==> config.mk <==
export PLATFORM = sky130hd
export DESIGN_NAME = instr_fetch_flat
export DESIGN_NICKNAME = d
export VERILOG_FILES = /design/src/rtl/riscv_pkg.sv /design/src/rtl/instr_fetch_if.sv /design/src/rtl/instr_fetch_pc_next.sv /design/src/rtl/instr_fetch.sv /design/src/flat_wrapper.sv
export SDC_FILE = /design/constraint.sdc
export NUM_CORES = 1
export LEC_CHECK = 0
export ABC_AREA = 1
export BUFFER_PORTS_ARGS = -buffer_cell sky130_fd_sc_hd__buf_2
export CAP_MARGIN = 20
export CORE_MARGIN = 1.5
export CORE_UTILIZATION = 35
export CTS_CLUSTER_DIAMETER = 30
export DETAILED_ROUTE_END_ITERATION = 10
export GPL_ROUTABILITY_DRIVEN = 1
export SLEW_MARGIN = 20
export SYNTH_ARGS = -nofsm -noshare
export SYNTH_HDL_FRONTEND = slang
export SYNTH_SLANG_ARGS = --single-unit
==> constraint.sdc <==
create_clock -name clk -period 3.3 [get_ports clk]
set_input_delay 0.165 -clock clk [delete_from_list [all_inputs] [get_ports clk]]
set_output_delay 0.165 -clock clk [all_outputs]
set_load 0.02 [all_outputs]
==> src/rtl/riscv_pkg.sv <==
// riscv_pkg: shared RV32 opcode constants, NOP encoding and fetch FSM state type
package riscv_pkg;
    localparam logic [6:0] OP_R      = 7'b0110011;
    localparam logic [6:0] OP_I      = 7'b0010011;
    localparam logic [6:0] OP_LOAD   = 7'b0000011;
    localparam logic [6:0] OP_STORE  = 7'b0100011;
    localparam logic [6:0] OP_BRANCH = 7'b1100011;
    localparam logic [6:0] OP_JAL    = 7'b1101111;
    localparam logic [6:0] OP_JALR   = 7'b1100111;
    localparam logic [6:0] OP_LUI    = 7'b0110111;
    localparam logic [6:0] OP_AUIPC  = 7'b0010111;
    localparam logic [31:0] NOP_INSTR = 32'h0000_0013;
    typedef enum logic [2:0] {IDLE, FETCH, WAIT, HOLD, HALT} fetch_state_t;
endpackage

==> src/rtl/instr_fetch_if.sv <==
// instr_fetch_if: instruction-memory request/response bus
//   imem_req    one-cycle request pulse (master -> slave)
//   imem_addr   fetch address (master -> slave)
//   imem_rvalid read data valid (slave -> master)
//   imem_rdata  instruction word (slave -> master)
interface instr_fetch_if #(parameter int XLEN = 32);
    logic            imem_req;
    logic [XLEN-1:0] imem_addr;
    logic            imem_rvalid;
    logic [31:0]     imem_rdata;
    modport master (output imem_req, imem_addr, input imem_rvalid, imem_rdata);
    modport slave  (input imem_req, imem_addr, output imem_rvalid, imem_rdata);
endinterface

==> src/rtl/instr_fetch_pc_next.sv <==
// pc_next: PC+4 and next-PC select between sequential and word-aligned redirect target
//   pc_i        current PC
//   br_target_i redirect target
//   sel_i       1 = redirect, 0 = sequential
//   pc_inc_o    PC+4 (wraps modulo 2^XLEN)
//   pc_next_o   selected next PC, low two bits cleared on redirect
//   misalign_o  redirect target not word aligned (IF_MISALIGN_TRAP_EN only)
module pc_next #(
    parameter int XLEN = 32
) (
    input  logic [XLEN-1:0] pc_i,
    input  logic [XLEN-1:0] br_target_i,
    input  logic            sel_i,
    output logic [XLEN-1:0] pc_inc_o,
    output logic [XLEN-1:0] pc_next_o
`ifdef IF_MISALIGN_TRAP_EN
    ,
    output logic            misalign_o
`endif
);
    assign pc_inc_o  = pc_i + XLEN'(4);
    assign pc_next_o = sel_i ? (br_target_i & ~XLEN'(3)) : pc_inc_o;
`ifdef IF_MISALIGN_TRAP_EN
    assign misalign_o = sel_i && (br_target_i[1:0] != 2'b00);
`endif
endmodule

==> src/rtl/instr_fetch.sv <==
// instr_fetch: single-outstanding fetch stage with PC, instruction register and decode field split
//   clk, rst          clock, async active-high reset
//   imem              instr_fetch_if.master instruction memory bus
//   instr_valid       held instruction valid; instr_ready retires it
//   OpCode..Funct7    fields of the held instruction
//   PC, PCInc         address of held instruction and its PC+4
//   NextPCSrc,BrTarget redirect select/target, sampled on the retire cycle
//   misaligned        sticky misaligned-redirect flag (only with IF_MISALIGN_TRAP_EN)
module instr_fetch
    import riscv_pkg::*;
#(
    parameter int              XLEN     = 32,
    parameter logic [XLEN-1:0] RESET_PC = '0
) (
    input  logic                clk,
    input  logic                rst,
    instr_fetch_if.master       imem,
    output logic                instr_valid,
    input  logic                instr_ready,
    output logic [6:0]          OpCode,
    output logic [4:0]          Rd,
    output logic [2:0]          Funct3,
    output logic [4:0]          Rs1,
    output logic [4:0]          Rs2,
    output logic [6:0]          Funct7,
    output logic [XLEN-1:0]     PC,
    output logic [XLEN-1:0]     PCInc,
    input  logic                NextPCSrc,
    input  logic [XLEN-1:0]     BrTarget
`ifdef IF_MISALIGN_TRAP_EN
    ,
    output logic                misaligned
`endif
);
    fetch_state_t    state_q;
    logic [XLEN-1:0] pc_q, pc_d;
    logic [31:0]     ir_q;
    logic            req_q, valid_q;
`ifdef IF_MISALIGN_TRAP_EN
    logic            mis_q, mis_d;
`endif
    pc_next #(.XLEN(XLEN)) u_pc_next (
        .pc_i        (pc_q),
        .br_target_i (BrTarget),
        .sel_i       (NextPCSrc),
        .pc_inc_o    (PCInc),
        .pc_next_o   (pc_d)
`ifdef IF_MISALIGN_TRAP_EN
        ,
        .misalign_o  (mis_d)
`endif
    );
    // rvalid is only looked at in WAIT, so stale responses after a reset are dropped
    always_ff @(posedge clk or posedge rst) begin
        if (rst) begin
            state_q <= IDLE;
            pc_q    <= RESET_PC;
            ir_q    <= NOP_INSTR;
            req_q   <= 1'b0;
            valid_q <= 1'b0;
`ifdef IF_MISALIGN_TRAP_EN
            mis_q   <= 1'b0;
`endif
        end else begin
            case (state_q)
                IDLE: begin
                    state_q <= FETCH;
                    req_q   <= 1'b1;
                end
                FETCH: begin
                    state_q <= WAIT;
                    req_q   <= 1'b0;
                end
                WAIT: if (imem.imem_rvalid) begin
                    ir_q    <= imem.imem_rdata;
                    valid_q <= 1'b1;
                    state_q <= HOLD;
                end
                HOLD: if (instr_ready) begin
                    valid_q <= 1'b0;
`ifdef IF_MISALIGN_TRAP_EN
                    if (mis_d) begin
                        mis_q   <= 1'b1;
                        state_q <= HALT;
                    end else begin
                        pc_q    <= pc_d;
                        req_q   <= 1'b1;
                        state_q <= FETCH;
                    end
`else
                    pc_q    <= pc_d;
                    req_q   <= 1'b1;
                    state_q <= FETCH;
`endif
                end
                default: ;
            endcase
        end
    end
    assign imem.imem_req  = req_q;
    assign imem.imem_addr = pc_q;
    assign instr_valid    = valid_q;
    assign PC             = pc_q;
    assign OpCode         = ir_q[6:0];
    assign Rd             = ir_q[11:7];
    assign Funct3         = ir_q[14:12];
    assign Rs1            = ir_q[19:15];
    assign Rs2            = ir_q[24:20];
    assign Funct7         = ir_q[31:25];
`ifdef IF_MISALIGN_TRAP_EN
    assign misaligned     = mis_q;
`endif
endmodule

==> src/flat_wrapper.sv <==
// flat-port wrapper written by rule: the top's interface ports become plain ports
module instr_fetch_flat import riscv_pkg::*;
#(
    parameter int              XLEN     = 32,
    parameter logic [XLEN-1:0] RESET_PC = '0
)
  (clk, rst, instr_valid, instr_ready, OpCode, Rd, Funct3, Rs1, Rs2, Funct7, PC, PCInc, NextPCSrc, BrTarget, imem_imem_req, imem_imem_addr, imem_imem_rvalid, imem_imem_rdata);
  instr_fetch_if #(.XLEN(XLEN)) imem_i ();
  input  logic clk;
  input  logic rst;
  output logic instr_valid;
  input  logic instr_ready;
  output logic [6:0] OpCode;
  output logic [4:0] Rd;
  output logic [2:0] Funct3;
  output logic [4:0] Rs1;
  output logic [4:0] Rs2;
  output logic [6:0] Funct7;
  output logic [XLEN-1:0] PC;
  output logic [XLEN-1:0] PCInc;
  input  logic NextPCSrc;
  input  logic [XLEN-1:0] BrTarget;
  output wire logic [$bits(imem_i.imem_req)-1:0] imem_imem_req;
  output wire logic [$bits(imem_i.imem_addr)-1:0] imem_imem_addr;
  input wire logic [$bits(imem_i.imem_rvalid)-1:0] imem_imem_rvalid;
  input wire logic [$bits(imem_i.imem_rdata)-1:0] imem_imem_rdata;
  assign imem_imem_req = imem_i.imem_req;
  assign imem_imem_addr = imem_i.imem_addr;
  assign imem_i.imem_rvalid = imem_imem_rvalid;
  assign imem_i.imem_rdata = imem_imem_rdata;
  instr_fetch #(.XLEN(XLEN), .RESET_PC(RESET_PC)) u_core (.clk(clk), .rst(rst), .imem(imem_i), .instr_valid(instr_valid), .instr_ready(instr_ready), .OpCode(OpCode), .Rd(Rd), .Funct3(Funct3), .Rs1(Rs1), .Rs2(Rs2), .Funct7(Funct7), .PC(PC), .PCInc(PCInc), .NextPCSrc(NextPCSrc), .BrTarget(BrTarget));
endmodule
After elaboration in Yosys (flattened, before gate mapping)
Cells that the tools add are included.
{"block": "word_totals", "regBits": 69, "word_cells": 29, "out_inout_bits": 130}
{"block": "classes", "n_reduce_logical": 9, "mux": 9, "n_eq_ne": 5, "addsub": 1}
{"cell": "$add A32 B3 Y32 const B", "n": 1}
{"cell": "$mux W32", "n": 1}
{"cell": "$pmux W3 S4", "n": 1}
{"cell": "$eq A3 B2 Y1 const B", "n": 2}
{"cell": "$mux W3", "n": 2}
{"cell": "$reduce_and A2 Y1", "n": 3}
{"cell": "$reduce_and A3 Y1", "n": 2}
{"cell": "$ne A2 B2 Y1 const B", "n": 2}
{"cell": "$reduce_bool A4 Y1", "n": 1}
{"cell": "$eq A3 B1 Y1 const B", "n": 1}
{"cell": "$logic_not A3 Y1", "n": 1}
{"cell": "$mux W1", "n": 3}
{"cell": "$pmux W1 S3", "n": 1}
{"cell": "$reduce_bool A3 Y1", "n": 1}
{"cell": "$pmux W1 S2", "n": 1}
{"cell": "$reduce_bool A2 Y1", "n": 1}

Longest topological paths before layout
{"block": "depth", "ltp_word": 3, "depth_mapped": 10, "ltp_nobuf": 10}

By module
A second synthesis with hierarchy kept.
{"block": "unflattened", "hier_cells": 626, "hier_area_um2": 4728.3}
{"module": "instr_fetch", "n_inst": 1, "cells_per_inst": 352, "area_per_inst_um2": 3344.5}
{"module": "pc_next", "n_inst": 1, "cells_per_inst": 274, "area_per_inst_um2": 1383.8}

Worst setup path before layout
No wires, ideal clock.
{"block": "synth_timing", "path_kind": "register to register", "start": "register u_core.pc_q[3], in the netlist u_core.PC[3]", "end": "register u_core.pc_q[12], in the netlist u_core.PC[12]", "path_stages_with_launch": 8, "t_arrival_ns": 1.717, "t_required_ns": 3.223, "period_less_slack_ns": 1.795, "setup_slack_ns": 1.505, "cell_sequence": "dfrtp_1 > ha_1 > nand2_2 > nor2_4 > nand3_1 > xor2_1 > nand2_1 > a21oi_1"}
{"block": "synth_between", "elab_chain_cells": 2}
{"item": "start, declared", "line_no": "instr_fetch.sv:36", "source": "logic [XLEN-1:0] pc_q, pc_d;"}
{"item": "start signal, assigned", "line_no": "instr_fetch.sv:91", "source": "pc_q <= pc_d;"}
{"item": "$add A32 B3 Y32", "line_no": "instr_fetch_pc_next.sv:21", "source": "assign pc_inc_o = pc_i + XLEN'(4);"}
{"item": "net PCInc[12]", "line_no": "flat_wrapper.sv:20", "source": "output logic [XLEN-1:0] PCInc;"}
{"item": "$mux W32", "line_no": "instr_fetch_pc_next.sv:22", "source": "assign pc_next_o = sel_i ? (br_target_i & ~XLEN'(3)) : pc_inc_o;"}
The timed path passes the listed nets, and every way through them passes these cells.
A chain may end at the register's enable or synchronous reset.

Final worst setup path
{"block": "layout_timing", "start": "register u_core.state_q[0]", "end": "register u_core.pc_q[9], in the netlist u_core.PC[9]"}
{"block": "layout_between", "elab_chain_cells": 2}
{"item": "start, declared", "line_no": "instr_fetch.sv:35", "source": "fetch_state_t state_q;"}
{"item": "start signal, assigned", "line_no": "instr_fetch.sv:56", "source": "state_q <= IDLE;"}
{"item": "start signal, assigned", "line_no": "instr_fetch.sv:67", "source": "state_q <= FETCH;"}
{"item": "start signal, assigned", "line_no": "instr_fetch.sv:71", "source": "state_q <= WAIT;"}
{"item": "$eq A3 B2 Y1", "line_no": "instr_fetch.sv:65", "source": "case (state_q)"}
{"item": "$reduce_and A2 Y1 (no line)"}
Every way passes these cells.

==> metrics.md <==
| Metric | Value |
|---|---|
| Total of max-cap violations | 0 |
| Mapped cell area | 4090 um2 |
| Post-route insts no fill | roughly 830 |
| Clock latency on the worst-skew pair | 330 ps |
| Vias in the first global route | 3655 |
| Avg Inst Size Synth | 7.77 um2 |
| Final hold violations | 8 |
| Ratio of cells with drive above 1 in the final layout | 38.8% |
| Status | finished with violations |
| Hold buffers post-CTS | 0 |
| CTS tree | built |
| Fill count | approximately 1200 |
| Worst R2R End | u_core.PC[9]$_DFFE_PP0P_ |
| Startpoint types | flop |
| Skew final | between 7 and 8 ps |
| Worst path bufs/invs | 1 |
| Crit path max-delay cell type | inv_1 |
| H-tree levels | 3 |
| Max Clk Rate | about 470 MHz |
| Die Y-Extent | 111 um |
| Worst r2r path cells | 5 |
| Final routed DRC violation total | 0 |
| Setup Crit Path Kind | flop to flop |
| Wirelength per Cell | approximately 13 um |
| Pwr Density | 1120 nW/um2 |
| Die X | between 100 and 150 um |
| Router iterations before antenna repair | 4 |
| Largest net degree at the start of global routing | 36 |
| Detailed-route via count | 3832 |
| Crit path DAT | 2350 ps |
| FF-to-FF Start | u_core.state_q[0]$_DFFE_PP0P_ |
| RSZ-0062 raised after global routing | no |
| Total Wirelength | 11.1 mm |
| Hold/Removal Path Class | input port to asynchronous set/reset pin |
| Final cycle utilization of the critical path | 63.9% |
| Synth Warn # | 0 |
| Antenna violations before repair | 1 |
| Post-CTS sizing | 0 |
| Hold Worst Slack | -7.56 ps |
| Clock tree sinks | 66 |
| TritonCTS Buffers | 9 |
| Min Tclk post-route | 2110 ps |
| Worst path top cell family by delay | buffers and inverters |
| Crit-path max FO | 20 |
| Post-DP HPWL | 8.48 mm |
| Top-level port count | slightly below 200 |
| Register area share after synthesis | about two fifths |
| Leak pwr | between 0.002 and 0.003 uW |
| Die footprint | roughly 12000 um2 |
| Antenna-violating nets left | 0 |
| Synth Register Bits | 66 |
| Setup TNS | 0 ps |
| First-pass GRT wire length | 17.7 mm |
| Core Area | 11400 um2 |
| # rows | 39 |
| Worst Path Required | ~3500 ps |
| VDD IR max | ~0.00047 V |
| Max-slew violation count | 0 |
| Max Root-Sink Buffers | 2 |
| Root buffer cell | clkbuf_16 |
| Failing checks | hold timing |
| CP max stage delay | 630 ps |
| Worst setup EP type | flop |
| Placer Congestion | 0.784 |
| DP Cell Count | 817 |
| Mapped Cells | between 500 and 600 |
| PortBufs | 190 |
| Initial cell density of the core | 35.8% |
| Reg clk slew, reported paths | 60 ps |
| Worst-Margin Slew | 821 ps |
| Total GRT Usage | 17.9% |
| Cells along the critical path | ha_1, nand2_1, inv_1, o21ai_0, o22ai_1 |
| Area grow syn2layout | 28.7% |
| Register area | 1660 um2 |
| Slew margin rel. | 45.2% |
| Total grt overflow | 0 |
| Multi-input logic area | 1960 um2 |
| Final setup violation count | 0 |
| Reg2Reg Setup Slack | 1190 ps |
| Vias per cell | 4.59 |
| Initial DRC Count | 218 |
| Layout Nets | 761 |
| Post-synthesis cell type count | 27 |
| Post-CTS Setup Bufs | 0 |
==> synth_stat cells <==
cell type | instances | area, um2
ha_1 | 7 | 87.6
buf_2 | 4 | 20.0
dfrtp_1 | 63 | 1580
nor2_4 | 5 | 56.3
a31oi_1 | 1 | 6.26
a21oi_1 | 25 | 125
o21ai_1 | 1 | 5.00
buf_4 | 37 | 278
and2_1 | 3 | 18.8
clkinv_1 | 1 | 3.75
nand3_1 | 27 | 135
nand2_2 | 6 | 37.5
nand2_1 | 144 | 541
o21ai_0 | 15 | 75.1
o22ai_1 | 3 | 18.8
nor2_8 | 1 | 20.0
inv_1 | 42 | 158
mux2_2 | 32 | 360
xnor2_1 | 4 | 35.0
a21oi_2 | 4 | 35.0
conb_1 | 1 | 3.75
dfstp_2 | 3 | 78.8
nor2_1 | 76 | 285
xor2_1 | 5 | 43.8
nand2_4 | 2 | 22.5
clkbuf_1 | 10 | 37.5
nor2_2 | 4 | 25.0
==> worst reg2reg max path: stages (launching register included) <==
cell and delay, ps:
dfrtp_1 410, ha_1 240, nand2_1 380, inv_1 630
o21ai_0 190, o22ai_1 170
==> sequential cells by signal, indices dropped and copies added (netlist names) <==
name                  count
u_core.imem.imem_req      1
u_core.ir_q              32
u_core.state_q            2
u_core.instr_valid        1
u_core.PC                30
==> area by class of cell <==
class                           instances  area share (%)
Multi-Input combinational cell        371            37.2
Sequential cell                        66            31.4
Timing Repair Buffer                  194            18.6
Clock buffer                           10            4.54
Tap cell                              143            3.40
Inverter                               43            3.07
Clock inverter                          6            1.71
Antenna cell                            1          0.0475
==> worst max path at each step <==
stage,cells past startpoint,slack [ps],to,startpoint
final,5,1190,u_core.PC[9]$_DFFE_PP0P_,u_core.state_q[0]$_DFFE_PP0P_
after global routing,5,910,u_core.PC[9]$_DFFE_PP0P_,u_core.state_q[0]$_DFFE_PP0P_
after CTS,8,1150,PCInc[28],u_core.PC[3]$_DFFE_PP0P_
after detailed placement,5,1160,u_core.PC[9]$_DFFE_PP0P_,u_core.state_q[0]$_DFFE_PP0P_
after global placement,5,1260,u_core.PC[9]$_DFFE_PP0P_,u_core.state_q[0]$_DFFE_PP0P_
after floorplan,1,1490,u_core.PC[10]$_DFFE_PP0P_,rst
==> per-stage QoR <==
| stage | util (%) | instance area (um2) | worst slack (ps) | total power, uW | hold WS (ps) |
|---|---|---|---|---|---|
| global route | 46.1 | 5260 | 911 | 6290 | 58.5 |
| CTS | 46.1 | 5260 | 1150 | 5960 | 25.8 |
| global placement | 43.2 | 4930 | 1260 | 4810 | 375 |
| finish | 46.1 | 5260 | 1190 | 5890 | -7.56 |
| floorplan | - | 4110 | 1490 | 4010 | 304 |
| detailed placement | 43.2 | 4930 | 1160 | 4880 | 388 |
==> cells in the final DEF, fill, tap and decap left out, drive strengths merged <==
| cell | Yosys | final |
|---|---|---|
| clkinv | 1 | 4 |
| nand3 | 27 | 27 |
| clkbuf | 10 | 10 |
| dfstp | 3 | 3 |
| xor2 | 5 | 5 |
| o22ai | 3 | 3 |
| buf | 41 | 194 |
| nor2 | 86 | 86 |
| clkinvlp | 0 | 1 |
| and2 | 3 | 3 |
| conb | 1 | 6 |
| o21ai | 16 | 16 |
| bufinv | 0 | 2 |
| nand2 | 152 | 152 |
| ha | 7 | 7 |
| mux2 | 32 | 32 |
| inv | 42 | 42 |
| diode | 0 | 1 |
| a21oi | 29 | 29 |
| dfrtp | 63 | 63 |
| a31oi | 1 | 1 |
| xnor2 | 4 | 4 |
==> cells by family after synthesis <==
kind of cell	Yosys count	synth area share [%]
AOI/OAI and AO/OA	49	6.49
xor gates and xnor gates	9	1.93
adders and majority gates	7	2.14
buffers and inverters	94	12.1
DFF	66	40.5
muxes	32	8.81
other	1	0.0917
and+or+nand+nor	268	27.9
==> power by group <==
group	switching (uW)	internal [uW]
clock network	362	683
logic	2080	1110
registers	430	1230
==> routing by layer <==
metal  global-route usage [%]  routed length, um  vias up
met5                        0                  0        -
met4                     5.49                159        0
met3                     6.56                985       13
met2                     30.4               5290      152
met1                     21.2               4700     1735
li1                         -                  -     1932
(Power assumes the default switching activity.)
